--- src/rtl/mem_stream_scheduler.sv ---
// Purpose : sequences frame playback from streamer memory. It issues (addr, len)
//           requests to the memory-to-AXIS engine and detects each frame's end by
//           tapping the engine's output stream.
// Latency : req_valid rises 1 cycle after entering ISSUE and 2 cycles after a tlast
//           beat (gap=0), or N+2 cycles after it (gap=N). done pulses on the cycle
//           after the final tlast beat.
// Backpressure: the request is held stable until req_ready; stream beats only
//           count when mon_tvalid & mon_tready.
// Ports   : clk, rst (sync, active-high); start/stop pulses; cfg_addr/len/step/
//           repeat/gap (latched at start); req_valid/ready/addr/len request channel;
//           mon_tvalid/tready/tlast stream tap; busy, done, error, frame_count status.
// Option  : define MEM_STREAM_SCHED_WDT_EN to enable the WAIT_FRAME watchdog.
module mem_stream_scheduler #(
  parameter  int C_MEM_SIZE    = 4,
  parameter  int C_COUNT_WIDTH = 16,
  parameter  int C_WDT_CYCLES  = 1024,
  localparam int AW = (C_MEM_SIZE > 1) ? $clog2(C_MEM_SIZE) : 1,
  localparam int LW = $clog2(C_MEM_SIZE + 1)
) (
  input  logic                     clk,
  input  logic                     rst,
  input  logic                     start,
  input  logic                     stop,
  input  logic [AW-1:0]            cfg_addr,
  input  logic [LW-1:0]            cfg_len,
  input  logic [AW-1:0]            cfg_step,
  input  logic [C_COUNT_WIDTH-1:0] cfg_repeat,
  input  logic [C_COUNT_WIDTH-1:0] cfg_gap,
  output logic                     req_valid,
  input  logic                     req_ready,
  output logic [AW-1:0]            req_addr,
  output logic [LW-1:0]            req_len,
  input  logic                     mon_tvalid,
  input  logic                     mon_tready,
  input  logic                     mon_tlast,
  output logic                     busy,
  output logic                     done,
  output logic                     error,
  output logic [C_COUNT_WIDTH-1:0] frame_count
);

  typedef enum logic [2:0] {
    S_IDLE,
    S_ISSUE,
    S_WAIT_FRAME,
    S_GAP,
    S_DONE
  } state_t;

  localparam logic [AW:0] MEM_SIZE_X = (AW+1)'(C_MEM_SIZE);

  state_t                   state;
  logic [AW-1:0]            step_q;
  logic [C_COUNT_WIDTH-1:0] repeat_q;
  logic [C_COUNT_WIDTH-1:0] gap_q;
  logic [C_COUNT_WIDTH-1:0] gap_cnt;
  logic                     stop_pend;

  logic                     beat;
  logic                     frame_end;
  logic [AW:0]              addr_sum;
  logic [AW:0]              addr_wrap;
  logic [AW-1:0]            addr_next;
  logic [C_COUNT_WIDTH-1:0] fc_next;
  logic                     repeat_hit;

  assign beat      = mon_tvalid & mon_tready;
  assign frame_end = beat & mon_tlast;

  // Address advance is done one bit wider so the modulo wrap also works for
  // memory depths that are not a power of two.
  always_comb begin
    addr_sum  = {1'b0, req_addr} + {1'b0, step_q};
    addr_wrap = (addr_sum >= MEM_SIZE_X) ? (addr_sum - MEM_SIZE_X) : addr_sum;
    addr_next = addr_wrap[AW-1:0];
  end

  // Saturating frame counter; repeat_q == 0 means run until stopped.
  assign fc_next    = (frame_count == {C_COUNT_WIDTH{1'b1}}) ? frame_count
                                                             : frame_count + 1'b1;
  assign repeat_hit = (repeat_q != '0) && (fc_next == repeat_q);

`ifdef MEM_STREAM_SCHED_WDT_EN
  localparam int WW = $clog2(C_WDT_CYCLES + 1);
  localparam logic [WW-1:0] WDT_LAST = WW'(C_WDT_CYCLES - 1);
  logic [WW-1:0] wdt_cnt;
  logic          error_q;
  assign error = error_q;
`else
  assign error = 1'b0;
`endif

  always_ff @(posedge clk) begin
    if (rst) begin
      state       <= S_IDLE;
      req_valid   <= 1'b0;
      req_addr    <= '0;
      req_len     <= '0;
      busy        <= 1'b0;
      done        <= 1'b0;
      frame_count <= '0;
      step_q      <= '0;
      repeat_q    <= '0;
      gap_q       <= '0;
      gap_cnt     <= '0;
      stop_pend   <= 1'b0;
`ifdef MEM_STREAM_SCHED_WDT_EN
      wdt_cnt     <= '0;
      error_q     <= 1'b0;
`endif
    end else begin
      done <= 1'b0;
      case (state)
        S_IDLE: begin
          // start beats a simultaneous stop: stop is simply not looked at here.
          if (start) begin
            req_addr    <= cfg_addr;
            req_len     <= cfg_len;
            step_q      <= cfg_step;
            repeat_q    <= cfg_repeat;
            gap_q       <= cfg_gap;
            frame_count <= '0;
            stop_pend   <= 1'b0;
            busy        <= 1'b1;
`ifdef MEM_STREAM_SCHED_WDT_EN
            error_q     <= 1'b0;
`endif
            if (cfg_len == '0) begin
              state <= S_DONE;
              done  <= 1'b1;
            end else begin
              state <= S_ISSUE;
            end
          end
        end

        S_ISSUE: begin
          // An accepted request wins over a same-cycle stop, which is then
          // deferred to the end of the frame.
          if (req_valid && req_ready) begin
            req_valid <= 1'b0;
            stop_pend <= stop_pend | stop;
            state     <= S_WAIT_FRAME;
`ifdef MEM_STREAM_SCHED_WDT_EN
            wdt_cnt   <= '0;
`endif
          end else if (stop) begin
            req_valid <= 1'b0;
            state     <= S_DONE;
            done      <= 1'b1;
          end else begin
            req_valid <= 1'b1;
          end
        end

        S_WAIT_FRAME: begin
          if (stop) stop_pend <= 1'b1;
          if (frame_end) begin
            frame_count <= fc_next;
            req_addr    <= addr_next;
            if (repeat_hit || stop_pend || stop) begin
              state <= S_DONE;
              done  <= 1'b1;
            end else if (gap_q == '0) begin
              state <= S_ISSUE;
            end else begin
              gap_cnt <= gap_q;
              state   <= S_GAP;
            end
          end
`ifdef MEM_STREAM_SCHED_WDT_EN
          else if (beat) begin
            wdt_cnt <= '0;
          end else if (wdt_cnt == WDT_LAST) begin
            // Engine stalled: abandon the run without counting the frame.
            error_q <= 1'b1;
            state   <= S_DONE;
            done    <= 1'b1;
          end else begin
            wdt_cnt <= wdt_cnt + 1'b1;
          end
`endif
        end

        S_GAP: begin
          if (stop) begin
            state <= S_DONE;
            done  <= 1'b1;
          end else if (gap_cnt <= 1) begin
            state <= S_ISSUE;
          end else begin
            gap_cnt <= gap_cnt - 1'b1;
          end
        end

        S_DONE: begin
          busy  <= 1'b0;
          state <= S_IDLE;
        end

        default: state <= S_IDLE;
      endcase
    end
  end

endmodule
--- config.mk ---
export PLATFORM = sky130hd
export DESIGN_NAME = mem_stream_scheduler
export DESIGN_NICKNAME = d
export VERILOG_FILES = /design/src/rtl/mem_stream_scheduler.sv
export SDC_FILE = /design/constraint.sdc
export NUM_CORES = 1
export LEC_CHECK = 0
export BUFFER_PORTS_ARGS = -buffer_cell sky130_fd_sc_hd__buf_2
export CORE_MARGIN = 3
export CORE_UTILIZATION = 38
export DETAILED_ROUTE_END_ITERATION = 8
export HOLD_SLACK_MARGIN = 0.03
export PLACE_DENSITY_LB_ADDON = 0.12
export SLEW_MARGIN = 20
export SYNTH_ARGS = -nofsm -noshare
export SYNTH_HDL_FRONTEND = slang
export SYNTH_SLANG_ARGS = --single-unit
--- constraint.sdc ---
create_clock -name clk -period 5.8 [get_ports clk]
set_clock_uncertainty 0.05 [all_clocks]
set_input_delay 1.16 -clock clk [delete_from_list [all_inputs] [get_ports clk]]
set_output_delay 1.16 -clock clk [all_outputs]
set_load 0.05 [all_outputs]
Yosys cells after proc, flatten, opt, wreduce, memory -nomap -nowiden
Cells that the tools add are included.
Storage, ports and cells
  register bits: 78
  logic and storage cells: 94
Cells by class
  add/sub/neg operators: 4
  order comparisons: 2
  equality and inequality tests: 16
  mux-type cells: 39
  bitwise logic cells: 3
  reductions and logical operators: 18
Operator list (number)
  $mux W16: 8
  $pmux W16 S2: 2
  $mux W3: 8
  $add A16 B1 Y16 const B: 1
  $eq A16 B16 Y1: 1
  $eq A16 B16 Y1 const B: 1
  $le A16 B1 Y1 const B: 1
  $logic_not A16 Y1: 1
  $ne A2 B2 Y1 const B: 8
  $reduce_bool A16 Y1: 1
  $sub A16 B1 Y16 const B: 1
  $mux W1: 12
  $pmux W3 S4: 1
  $mux W2: 4
  $reduce_and A4 Y1: 2
  $eq A3 B2 Y1 const B: 2
  $logic_not A3 Y1: 2
  $ne A3 B3 Y1 const B: 2
  $reduce_and A6 Y1: 1
  $reduce_bool A2 Y1: 3
  $pmux W1 S4: 1
  $pmux W2 S2: 1
  $reduce_and A2 Y1: 2
  $add A2 B2 Y3: 1
  12 further kinds: 15

Logic depth before layout (Yosys ltp)
  word-level depth: 9
  depth in mapped cells: 12
  mapped depth without buffers: 10

Least setup slack after synthesis
No wires, ideal clock.
  path type: register -> register
  start: register frame_count[1]
  end: register gap_cnt[0]
  library setup time: 116 ps
  data arrival time: 2960 ps
  path slack: 2675 ps
  stages on the path, launching flop included: 13
  path buffers: 2
  clock period less this slack: 3125 ps
  path through: dfxtp_1 -> ha_1 -> and3_1 -> buf_4 -> nand4_4 -> nor4_2 -> a31oi_1 -> nor4_4 -> nand4_4 -> a21oi_4 -> buf_6 -> nor3_1 -> a31o_1
On the way
  longest elaborated chain between the ends: 8
  elaborated cells on any way between the ends: 9
  classes of those cells: 1 x add/sub; 3 x eq/ne; 1 x mux; 4 x reduce/logical
Ends and longest elaborated chain
  from (decl): line 39  | output logic [C_COUNT_WIDTH-1:0] frame_count
  from (signal assigned): line 159  | frame_count <= fc_next;
  $add A16 B1 Y16 / $eq A16 B16 Y1 (equally long branches): line 80, 79
  $mux W16 (*): line 79  | assign fc_next = (frame_count == {C_COUNT_WIDTH{1'b1}}) ? frame_count
  $eq A16 B16 Y1 (*): line 81  | assign repeat_hit = (repeat_q != '0) && (fc_next == repeat_q);
  $logic_and A1 B1 Y1 (*): line 81
  $logic_or A1 B1 Y1 (*) (2 in series): line 161  | if (repeat_hit || stop_pend || stop) begin
  $ne A2 B2 Y1 (no source line) (*)
  $reduce_and A6 Y1 (no source line) (*)
  to (signal assigned): line 167  | gap_cnt <= gap_q;
  to (signal assigned): line 192  | gap_cnt <= gap_cnt - 1'b1;
  to (decl): line 56  | logic [C_COUNT_WIDTH-1:0] gap_cnt;
Every way passes the cells marked *; elsewhere a longest branch is shown, timed or not.
A chain may end at the register's enable or synchronous reset.

Worst setup path in the final report
  start: register frame_count[0]
  end: register gap_cnt[5]
Same word-level chain as after synthesis.

==> qor.txt <==
fmax = 286.1 MHz
Hold Path Class = reg -> reg
final worst path period share = 0.6026
FF/Latch Area = 1562 µm²
r2r setup slk = 2300 ps
Worst-Margin Slew = 824.5 ps
hold bufs inserted after CTS = 0
first-pass GRT wire length = 21770 µm
multi-input combinational cell area = 2738 µm²
synth warn = 0
Port Buffer Count = 70
Buf+Inv Stages, Crit Path = 0
Antenna Nets Post-Route = 0
routed length per instance = 16.97 µm
H-tree Lvls = 3
DIE WIDTH = 115.4 µm
top-area cell type share of the netlist area = 0.3436
total number of vias = 4443
total power = 2.034 mW
CP Launch Type = register
status = finished, final reports clean
hold endpoint = req_len[0]
delay of the slowest critical-path stage = 510 ps
hold slack = 408.4 ps
Rows = 39
crit path max fanout = 15
Worst Path Required = 5960 ps
TritonCTS clock tree = yes
reg-to-reg endpoint = gap_cnt[5]
drt pass-1 iters = 5
ratio of cells with drive above 1 in the final layout = 0.1770
most used cell, CP = nand4_4
Yosys cell types = 67
Slew Viols, Final = 0
min cycle time layout = 3495 ps
Fillers = 1231
Critical Path AT = 3660 ps
power per cell area = 386.7 nW/µm²
final cell count without fillers = 787
Clk Latency, worst-skew pair = 350 ps
R2R depth = 10
Cell Area, Placed = 4907 µm²
hpwl dp = 9538 µm
worst-path cell chain = ha_1 -> and3_1 -> nand4_4 -> nor4_2 -> a31oi_1 -> nor4_4 -> nand4_4 -> a21oi_4 -> or3_1 -> o32ai_2
synthesized net count = 648
CP delay by family, top = simple AND/OR/NAND/NOR gates
drt total wl = 13350 µm
LEAKAGE = 2.008 nW
Post-CTS Setup Inserts = 0
WS Path Type = reg -> reg
Yosys reg bits = 78
final setup TNS = 0 ps
drt drc = 0
sequential fraction of the synthesis area = 0.3436
via/cell ratio = 5.645
All-Layer GR Usage = 0.2087
Starting Density = 0.3929
Final Wtd Congestion = 0.9072
Post-synth EDFFs = 0
cts repair resizes = 0
Levels on crit path = 10
largest net degree at the start of global routing = 39
antenna violations before repair = 0
slowest CP cell = dfxtp_1
cell area after layout = 5260 µm²
worst hold start = req_len[0]
RSZ-0062 raised after global routing = no
Initial DRC Count = 243
WHS Path Cells = 2
DIE AREA = 13310 µm²
Crit. End Element = register
cell area after synthesis = 4544 µm²
number of global-route vias before repair = 4206
final setup vio count = 0
cts bufs inserted = 9
IO Count = 72
VDD IR max = 0.1982 mV
clk sinks = 78
largest cells by area after synthesis = dfxtp_1 (34%), nand2_1 (9.1%), a21oi_1 (7.5%)
reg2reg start = frame_count[0]
cell count after synthesis = 597
Nets = 690
Max Cap Viol = 0
Clock transition at path regs = 70 ps
Root Driver = clkbuf_16
core area = 11560 µm²
Die Ht = 115.4 µm
P&R area growth vs syn = 15.75%
Critical Path Start = frame_count[0]
Inst Count DP = 771
Slew headroom = 0.4491
ys async rst share = 0
Synth Flop Type = dfxtp_1
final hold violations = 0
Congestion Overflow GR = 0
clock buffer depth = 2
n_diodes = 0
leading area contributor after synthesis = dfxtp_1
Mapped Avg Cell Area = 7.612 µm²
[cell families after synthesis]
| logic type | Yosys count | synth area share |
|---|---|---|
| flops | 78 | 0.3436 |
| compound gates | 150 | 0.2131 |
| xor+xnor | 18 | 0.03469 |
| simple gates | 285 | 0.3260 |
| fa+ha+maj | 4 | 0.01101 |
| mux | 7 | 0.01569 |
| buf+inv | 54 | 0.05506 |
| other cells | 1 | 0.0008252 |
[through the flow]
step,setup WS [ps],utilization
global route,2036,0.4548
floorplan,2675,-
finish,2305,0.4548
CTS,2316,0.4548
detailed placement,2340,0.4243
global placement,2448,0.4243
[worst min-delay path, cell delays in order, from the launching register on]
cell and delay, ps:
dfxtp_1 310, nand2_1 50, a21oi_1 50
[worst max path at each step]
stage,to,slack [ps]
floorplan,gap_cnt[0],2670
global placement,gap_cnt[5],2450
detailed placement,gap_cnt[5],2340
CTS,gap_cnt[5],2320
global route,gap_cnt[5],2040
finish,gap_cnt[5],2300
[report_power, final]
| part | switching (mW) | internal, mW | total (mW) |
|---|---|---|---|
| logic | 0.426 | 0.228 | 0.654 |
| clock network | 0.251 | 0.427 | 0.679 |
| registers | 0.0891 | 0.611 | 0.700 |
| total | 0.767 | 1.27 | 2.03 |
[Yosys cell counts, drive strengths merged, types with 3 or more instances]
cell / n
dfxtp: 78
and2: 5
o21bai: 5
mux2i: 6
a21oi: 69
a31oi: 6
nand2: 110
buf: 20
xnor2: 7
nor3: 29
nand3b: 7
nand2b: 5
a211oi: 6
o21ai: 25
xor2: 11
or4: 3
inv: 9
nand4: 14
a22oi: 3
nand3: 12
or3: 5
clkbuf: 25
o31ai: 3
nor2b: 3
o2bb2ai: 3
a311oi: 8
ha: 4
o32ai: 3
nor2: 50
and4: 7
and3: 7
o22ai: 3
nor4: 22
[area by class of cell]
class	instances	share of cell area
clock buffers	9	0.04282
repair buffers	76	0.07517
flip-flops and latches	78	0.2969
well taps	143	0.03402
multi-input cells	465	0.5205
clock inverters	7	0.02426
inverters	9	0.006422
[state kept, by name, indices dropped and copies added, names as in the netlist]
name         cells
frame_count     16
gap_cnt         16
gap_q           16
repeat_q        16
req_len          3
state            3
req_addr         2
step_q           2
busy             1
done             1
req_valid        1
stop_pend        1
[per-layer routing]
layer | part of all wire | vias to the layer above | global-route usage
met2 | 0.46 | 115 | 0.3349
met3 | 0.049 | 12 | 0.04632
met5 | 0 | - | 0
met4 | 0.012 | 0 | 0.06338
met1 | 0.48 | 2085 | 0.2808
li1 | - | 2231 | -
[cells in the final DEF (no fill, tap or decap), types with 6 or more instances in the layout]
cell	count
nor4_1	15
a21oi_1	68
nor3_1	28
inv_1	9
a311oi_1	8
xnor2_1	7
dfxtp_1	78
xor2_1	11
a31oi_1	6
nor2_1	50
and3_1	7
buf_2	70
nand2_1	110
clkbuf_16	9
nand3b_1	7
o21ai_0	15
mux2i_1	6
nand4_1	10
nand3_1	11
buf_4	6
o21ai_1	10
Note: power is estimated with default switching activity, not from simulation.
